===== config.mk =====
export PLATFORM = sky130hd
export DESIGN_NAME = riscv_mem_arbiter
export DESIGN_NICKNAME = d
export VERILOG_FILES = /design/src/rtl/riscv_mem_arbiter.sv
export SDC_FILE = /design/constraint.sdc
export NUM_CORES = 1
export LEC_CHECK = 0
export ABC_AREA = 1
export BUFFER_PORTS_ARGS = -buffer_cell sky130_fd_sc_hd__buf_2
export CAP_MARGIN = 10
export CORE_AREA = 10 10 124 126
export CTS_CLUSTER_SIZE = 16
export DETAILED_ROUTE_END_ITERATION = 10
export DIE_AREA = 0 0 134 136
export PLACE_DENSITY = 0.91
export SKIP_CTS_REPAIR_TIMING = 1
export SLEW_MARGIN = 0
export SYNTH_ARGS = -nofsm -noshare
export SYNTH_HDL_FRONTEND = slang
export SYNTH_SLANG_ARGS = --single-unit

===== constraint.sdc =====
create_clock -name clk -period 2.1 [get_ports clk]
set_clock_uncertainty 0.2 [all_clocks]
set_input_delay 0.63 -clock clk [delete_from_list [all_inputs] [get_ports clk]]
set_output_delay 0.63 -clock clk [all_outputs]
set_load 0.02 [all_outputs]

===== src/rtl/riscv_mem_arbiter.sv =====
`timescale 1ns/1ps
// Shares one single-port memory between the core fetch port (I) and load/store port (D).
// Data has priority; a streak limit bounds how long a pending fetch can be starved.
module riscv_mem_arbiter #(
    parameter int unsigned MEM_LAT      = 1,
    parameter int unsigned MAX_D_STREAK = 4
) (
    input  logic        clk,
    input  logic        rst,
    input  logic        i_req,
    input  logic [31:0] i_addr,
    output logic        i_done,
    output logic [31:0] i_rdata,
    input  logic        d_req,
    input  logic        d_we,
    input  logic [31:0] d_addr,
    input  logic [31:0] d_wdata,
    output logic        d_done,
    output logic [31:0] d_rdata,
    output logic        mem_en,
    output logic        mem_we,
    output logic [31:0] mem_addr,
    output logic [31:0] mem_wdata,
    input  logic [31:0] mem_rdata,
    output logic        busy
);

    localparam int unsigned SW = (MAX_D_STREAK < 1) ? 1 : $clog2(MAX_D_STREAK + 1);
    localparam logic [SW-1:0] StreakMax = SW'(MAX_D_STREAK);
    localparam logic [1:0] LatInit = 2'(MEM_LAT - 1);

    typedef enum logic [1:0] {StIdle, StAccess, StWait, StDone} state_e;

    state_e        state_q, state_d;
    logic          owner_q, owner_d;  // 1 = D port owns the access
    logic          we_q, we_d;
    logic [31:0]   addr_q, addr_d;
    logic [31:0]   wdata_q, wdata_d;
    logic [SW-1:0] streak_q, streak_d;
    logic [1:0]    lat_q, lat_d;
    logic [31:0]   i_rdata_q, i_rdata_d;
    logic [31:0]   d_rdata_q, d_rdata_d;
    logic          pick_d;
    logic          capture;

    always_comb begin
        state_d   = state_q;
        owner_d   = owner_q;
        we_d      = we_q;
        addr_d    = addr_q;
        wdata_d   = wdata_q;
        streak_d  = streak_q;
        lat_d     = lat_q;
        i_rdata_d = i_rdata_q;
        d_rdata_d = d_rdata_q;
        pick_d    = 1'b0;
        capture   = 1'b0;

        case (state_q)
            StIdle: begin
                if (i_req || d_req) begin
                    // Fetch wins a contested slot only once D has used up its streak.
                    pick_d  = d_req &&
                              !(i_req && (MAX_D_STREAK != 0) && (streak_q == StreakMax));
                    state_d = StAccess;
                    if (pick_d) begin
                        owner_d = 1'b1;
                        we_d    = d_we;
                        addr_d  = d_addr;
                        wdata_d = d_wdata;
                        if (i_req && (streak_q != StreakMax)) begin
                            streak_d = streak_q + 1'b1;
                        end
                    end else begin
                        owner_d  = 1'b0;
                        we_d     = 1'b0;
                        addr_d   = i_addr;
                        wdata_d  = '0;
                        streak_d = '0;
                    end
                end
            end
            StAccess: begin
                lat_d = LatInit;
                if (MEM_LAT == 1) begin
                    state_d = StDone;
                    capture = 1'b1;
                end else begin
                    state_d = StWait;
                end
            end
            StWait: begin
                lat_d = lat_q - 2'd1;
                if (lat_q == 2'd1) begin
                    state_d = StDone;
                    capture = 1'b1;
                end
            end
            StDone: begin
                state_d = StIdle;
            end
            default: begin
                state_d = StIdle;
            end
        endcase

        if (capture && !we_q) begin
            if (owner_q) begin
                d_rdata_d = mem_rdata;
            end else begin
                i_rdata_d = mem_rdata;
            end
        end
    end

    always_ff @(posedge clk) begin
        if (rst) begin
            state_q   <= StIdle;
            owner_q   <= 1'b0;
            we_q      <= 1'b0;
            addr_q    <= '0;
            wdata_q   <= '0;
            streak_q  <= '0;
            lat_q     <= '0;
            i_rdata_q <= '0;
            d_rdata_q <= '0;
        end else begin
            state_q   <= state_d;
            owner_q   <= owner_d;
            we_q      <= we_d;
            addr_q    <= addr_d;
            wdata_q   <= wdata_d;
            streak_q  <= streak_d;
            lat_q     <= lat_d;
            i_rdata_q <= i_rdata_d;
            d_rdata_q <= d_rdata_d;
        end
    end

    assign busy      = (state_q != StIdle);
    assign mem_en    = (state_q == StAccess);
    assign mem_we    = (state_q == StAccess) && we_q;
    assign mem_addr  = addr_q;
    assign mem_wdata = wdata_q;
    assign i_done    = (state_q == StDone) && !owner_q;
    assign d_done    = (state_q == StDone) && owner_q;
    assign i_rdata   = i_rdata_q;
    assign d_rdata   = d_rdata_q;

endmodule


# Yosys cells after proc, flatten, opt, wreduce, memory -nomap -nowiden
# Cells that the tools add are included.
# totals
elab_cells	52
out_inout_bits	133
input_bits	133
reg_bits	137
# op_classes
n_eq_ne	9
n_reduce_logical	19
n_bitwise	1
muxes	12
addsub	2
# ops
cell	count
two-way mux 32 bit	2
case mux 2 bit (4 select lines)	1
AND reduction 2 bit	4
logical AND 1 bit	7
two-way mux 3 bit	2
equality test 2 x 1 -> 1 bit, second input constant	2
equality test 2 bit, second input constant	2
two-way mux 2 bit	2
!= test 2 bit, second input constant	2
case mux 2 bit (2 select lines)	1
nonzero test 2 bit	2
adder 3 x 1 -> 3 bit, second input constant	1
equality test 3 bit, second input constant	1
logical NOT 1 bit	3
two-way mux 1 bit	3
!= test 3 bit, second input constant	1
AND reduction 3 bit	1
logical NOT 2 bit	1
!= test 2 x 1 -> 1 bit, second input constant	1
case mux 1 bit (2 select lines)	1
subtractor 2 x 1 -> 2 bit, second input constant	1
logical OR 1 bit	1
inverter 1 bit	1

# Longest topological paths before layout
# depth
word_depth	6
mapped_depth	9
ltp_nobuf	8

# Worst setup path after synthesis
# Ideal clock, no wire load.
# synth_timing
path_kind	register -> output
start	register state_q[0]
end	output port busy
arrival_ps	1169
path_stages_with_launch	6
n_path_buf	2
path_slack_ps	101
path_cell_list	dfxtp_1 inv_1 ha_1 buf_2 buf_1 inv_1
# synth_between
elab_chain_cells	1
# synth_lines
element	line_no	source
start, declared	34	state_e state_q, state_d;
start signal, assigned	118	state_q <= StIdle;
start signal, assigned	128	state_q <= state_d;
nonzero test 2 bit	140	assign busy = (state_q != StIdle);
end, declared	25	output logic busy
# Every way passes these cells.

# Worst setup path after layout
# layout_timing
start	register state_q[1]
end	output port mem_we
# layout_between
elab_chain_cells	2
# layout_lines
element	line_no	source
equality test 2 x 1 -> 1 bit	142	assign mem_we = (state_q == StAccess) && we_q;
logical AND 1 bit	142	
end, declared	21	output logic mem_we,
# Every way passes these cells.

==> metrics.csv <==
stage,metric,value,unit
route,via_per_inst,4.72,
route,first_iter_violations,335,
cts,cts_buffers,17,
worst_setup_path,worstPathMaxFanout,4,
cts,cts_buffer_depth,2,
sta,setup_viol,0,
cts,cts_tree,yes,
final_layout,regArea,0.00275,mm2
final_layout,final_common_cell,buf_2,
route,dr.pass1.iters,5,
route,avgRoutedWirePerCell,13.9,um
worst_setup_path,r2r_setup_slack,0.26,ns
worst_setup_path,cp_top_family,flip-flops,
sta,final-max-slew-violation-count,0,
route,drc,0,
yosys,ys_seq_area_frac,0.448,
worst_setup_path,crit_chain,inv_4 > ha_4 > nand2_2 > inv_2 > buf_6,
global_route,met2_usage,0.325,
floorplanning,design.portCount,266,
worst_setup_path,worst_setup_path_end_kind,output port,
route,ant_nets,0,
global_route,grt_max_degree,69,
yosys,synth_area,0.00612,mm2
place,dp_cells,1307,
final_layout,finalInstanceArea,0.00831,mm2
cts,htreeDepth,4,
cts,clock_latency,0.41,ns
final_layout,fill_cells,1122,
yosys,synthCells,904,
yosys,ys_types,20,
cts,clock_sinks,137,
final_layout,drive_gt1_frac,0.290,
sta,relSlewSlack,0.772,
yosys,syn_nets,1044,
place,place_congestion,0.803,
final_layout,syn_to_final_growth,35.8,%
worst_setup_path,cpMaxStageDelayCell,dfxtp_4,
worst_setup_path,critPathLaunchType,flip-flop,
worst_setup_path,arrival,1.23,ns
hold_path,hold_class,flip-flop to flip-flop,
worst_setup_path,critPathKind,flip-flop to output port,
sta,worst_slack,0.0381,ns
cts,root_buffer,clkbuf_16,
global_route,grt_pass1_vias,6012,
final_layout,mostFrequentLayoutCells,"261 x buf_2, 242 x nand2_1, 137 x inv_1",
floorplanning,start_util,0.471,
yosys,yosysWarnings,0,
final_layout,multiInputGateArea,0.00254,mm2
yosys,ys_ff_latch,137,
run,cap_viol_max_count,0,
sta,grt_setup_unrepaired,true,
power_and_ir_drop,power_density,1250,mW/mm2
yosys,ys_async_sr_fraction,0,
place,dpl_cell_area,0.00760,mm2
floorplanning,core_area,0.0130,mm2
worst_setup_path,worst-path-buf-inv,3,
global_route,grt-busiest-layer,met2,
floorplanning,die_h,136,um
place,dp_hpwl,14100,um
global_route,grtUsageTotal,0.195,
yosys,avgSynthCellArea,6.77,um2
yosys,synth-edff-count,0,
sta,fin_setup_tns,0,ns
route,vias,6329,
outcome,outcome,finished clean,
power_and_ir_drop,power.leakage,4.66,nW
global_route,met1_usage,0.211,
power_and_ir_drop,ir_drop,716,uV
final_layout,layout.nets,1292,
place,io_buffers,265,
sta,finalCriticalPeriod,2.06,ns
floorplanning,fp.dieW,134,um
final_layout,stdcell_count,1341,
global_route,antenna_found_initial,1,
worst_setup_path,slowest_delay,0.38,ns
route,routed_wirelength,18600,um
sta,finalHoldViolCount,0,
global_route,grtUsageMet3,0.0889,
place,dpl_worst_slack,0.149,ns
worst_setup_path,required,1.27,ns
yosys,synthFlopType,dfxtp_1,
final_layout,diodes,0,
floorplanning,dieArea,0.0182,mm2
global_route,grt_pass1_wl,29000,um
sta,max_freq,485,MHz
sta,period_share,0.982,
cts,clkTransAtPathRegs,0.06,ns
global_route,grt_overflow,0,
sta,max_slew.worst_pin.slew,0.342,ns
floorplanning,core.rowCount,42,
area by class of cell:
type | instances | area share
tap | 176 | 0.0265
inverter | 144 | 0.0654
clock inverter | 11 | 0.0173
clock buffer | 21 | 0.0566
multi-input combinational | 564 | 0.306
timing repair buffer | 288 | 0.197
sequential | 137 | 0.331
power by group:
group | total, mW | switching [mW] | leakage [nW] | internal (mW)
Clock | 3.04 | 1.08 | 0.303 | 1.96
Sequential | 3.50 | 0.320 | 1.12 | 3.18
Combinational | 3.81 | 2.44 | 3.23 | 1.37
Total | 10.4 | 3.84 | 4.66 | 6.51
cells by family (layout without fill, tap and decap cells):
group                    Yosys count  after routing  share of synthesized area
AO/OA/AOI/OAI                     74             74                     0.0616
XOR/XNOR                           1              1                    0.00143
adder cells (fa/ha/maj)            7              7                     0.0143
buffers and inverters            203            464                      0.144
flip-flops                       137            137                      0.448
AND/OR/NAND/NOR                  482            482                      0.330
tightest hold or removal path: cells and delay by family, from the launching register on:
kind,cells,cell delay [ns]
compound gates,1,0.05
simple gates,1,0.05
flops,1,0.30
layer usage:
| metal | share of wire | routed length [um] | vias up |
|---|---|---|---|
| met1 | 0.39 | 7320 | 2781 |
| met4 | 0.026 | 474 | 0 |
| met2 | 0.48 | 8880 | 258 |
| li1 | - | - | 3250 |
| met3 | 0.10 | 1900 | 40 |
| met5 | 0 | 0 | - |
Yosys cell counts, types with 2 or more instances:
cell / count / share of area
ha_1: 7 / 0.014
nand3_4: 2 / 0.0057
nor2_1: 134 / 0.082
nand2_1: 243 / 0.15
clkbuf_1: 11 / 0.0068
a21oi_1: 71 / 0.058
inv_1: 143 / 0.088
buf_2: 30 / 0.025
nand4_1: 33 / 0.034
nand3_1: 68 / 0.056
buf_1: 7 / 0.0043
buf_6: 11 / 0.020
dfxtp_1: 137 / 0.45
flip-flops by register name, indices dropped and copies added (netlist names):
register	cells
lat_q	2
mem_addr	32
i_rdata	32
mem_wdata	32
owner_q	1
state_q	2
we_q	1
streak_q	3
d_rdata	32
worst paths after layout:
path                start           end  depth (start not counted)
max            state_q[1]        mem_we                          5
min          mem_wdata[7]  mem_wdata[7]                          2
max reg2reg    state_q[0]   d_rdata[21]                          8
min reg2reg  mem_wdata[7]  mem_wdata[7]                          2
metrics by stage:
| step | power [mW] | util | hold WS, ns |
|---|---|---|---|
| finish | 10.4 | 0.640 | 0.260 |
| global route | 11.0 | 0.640 | 0.251 |
| CTS | 10.3 | 0.633 | 0.243 |
| detailed placement | 7.23 | 0.585 | 0.251 |
| global placement | 7.11 | 0.585 | 0.248 |
| floorplan | 6.03 | - | 0.244 |
(Power assumes the default switching activity.)
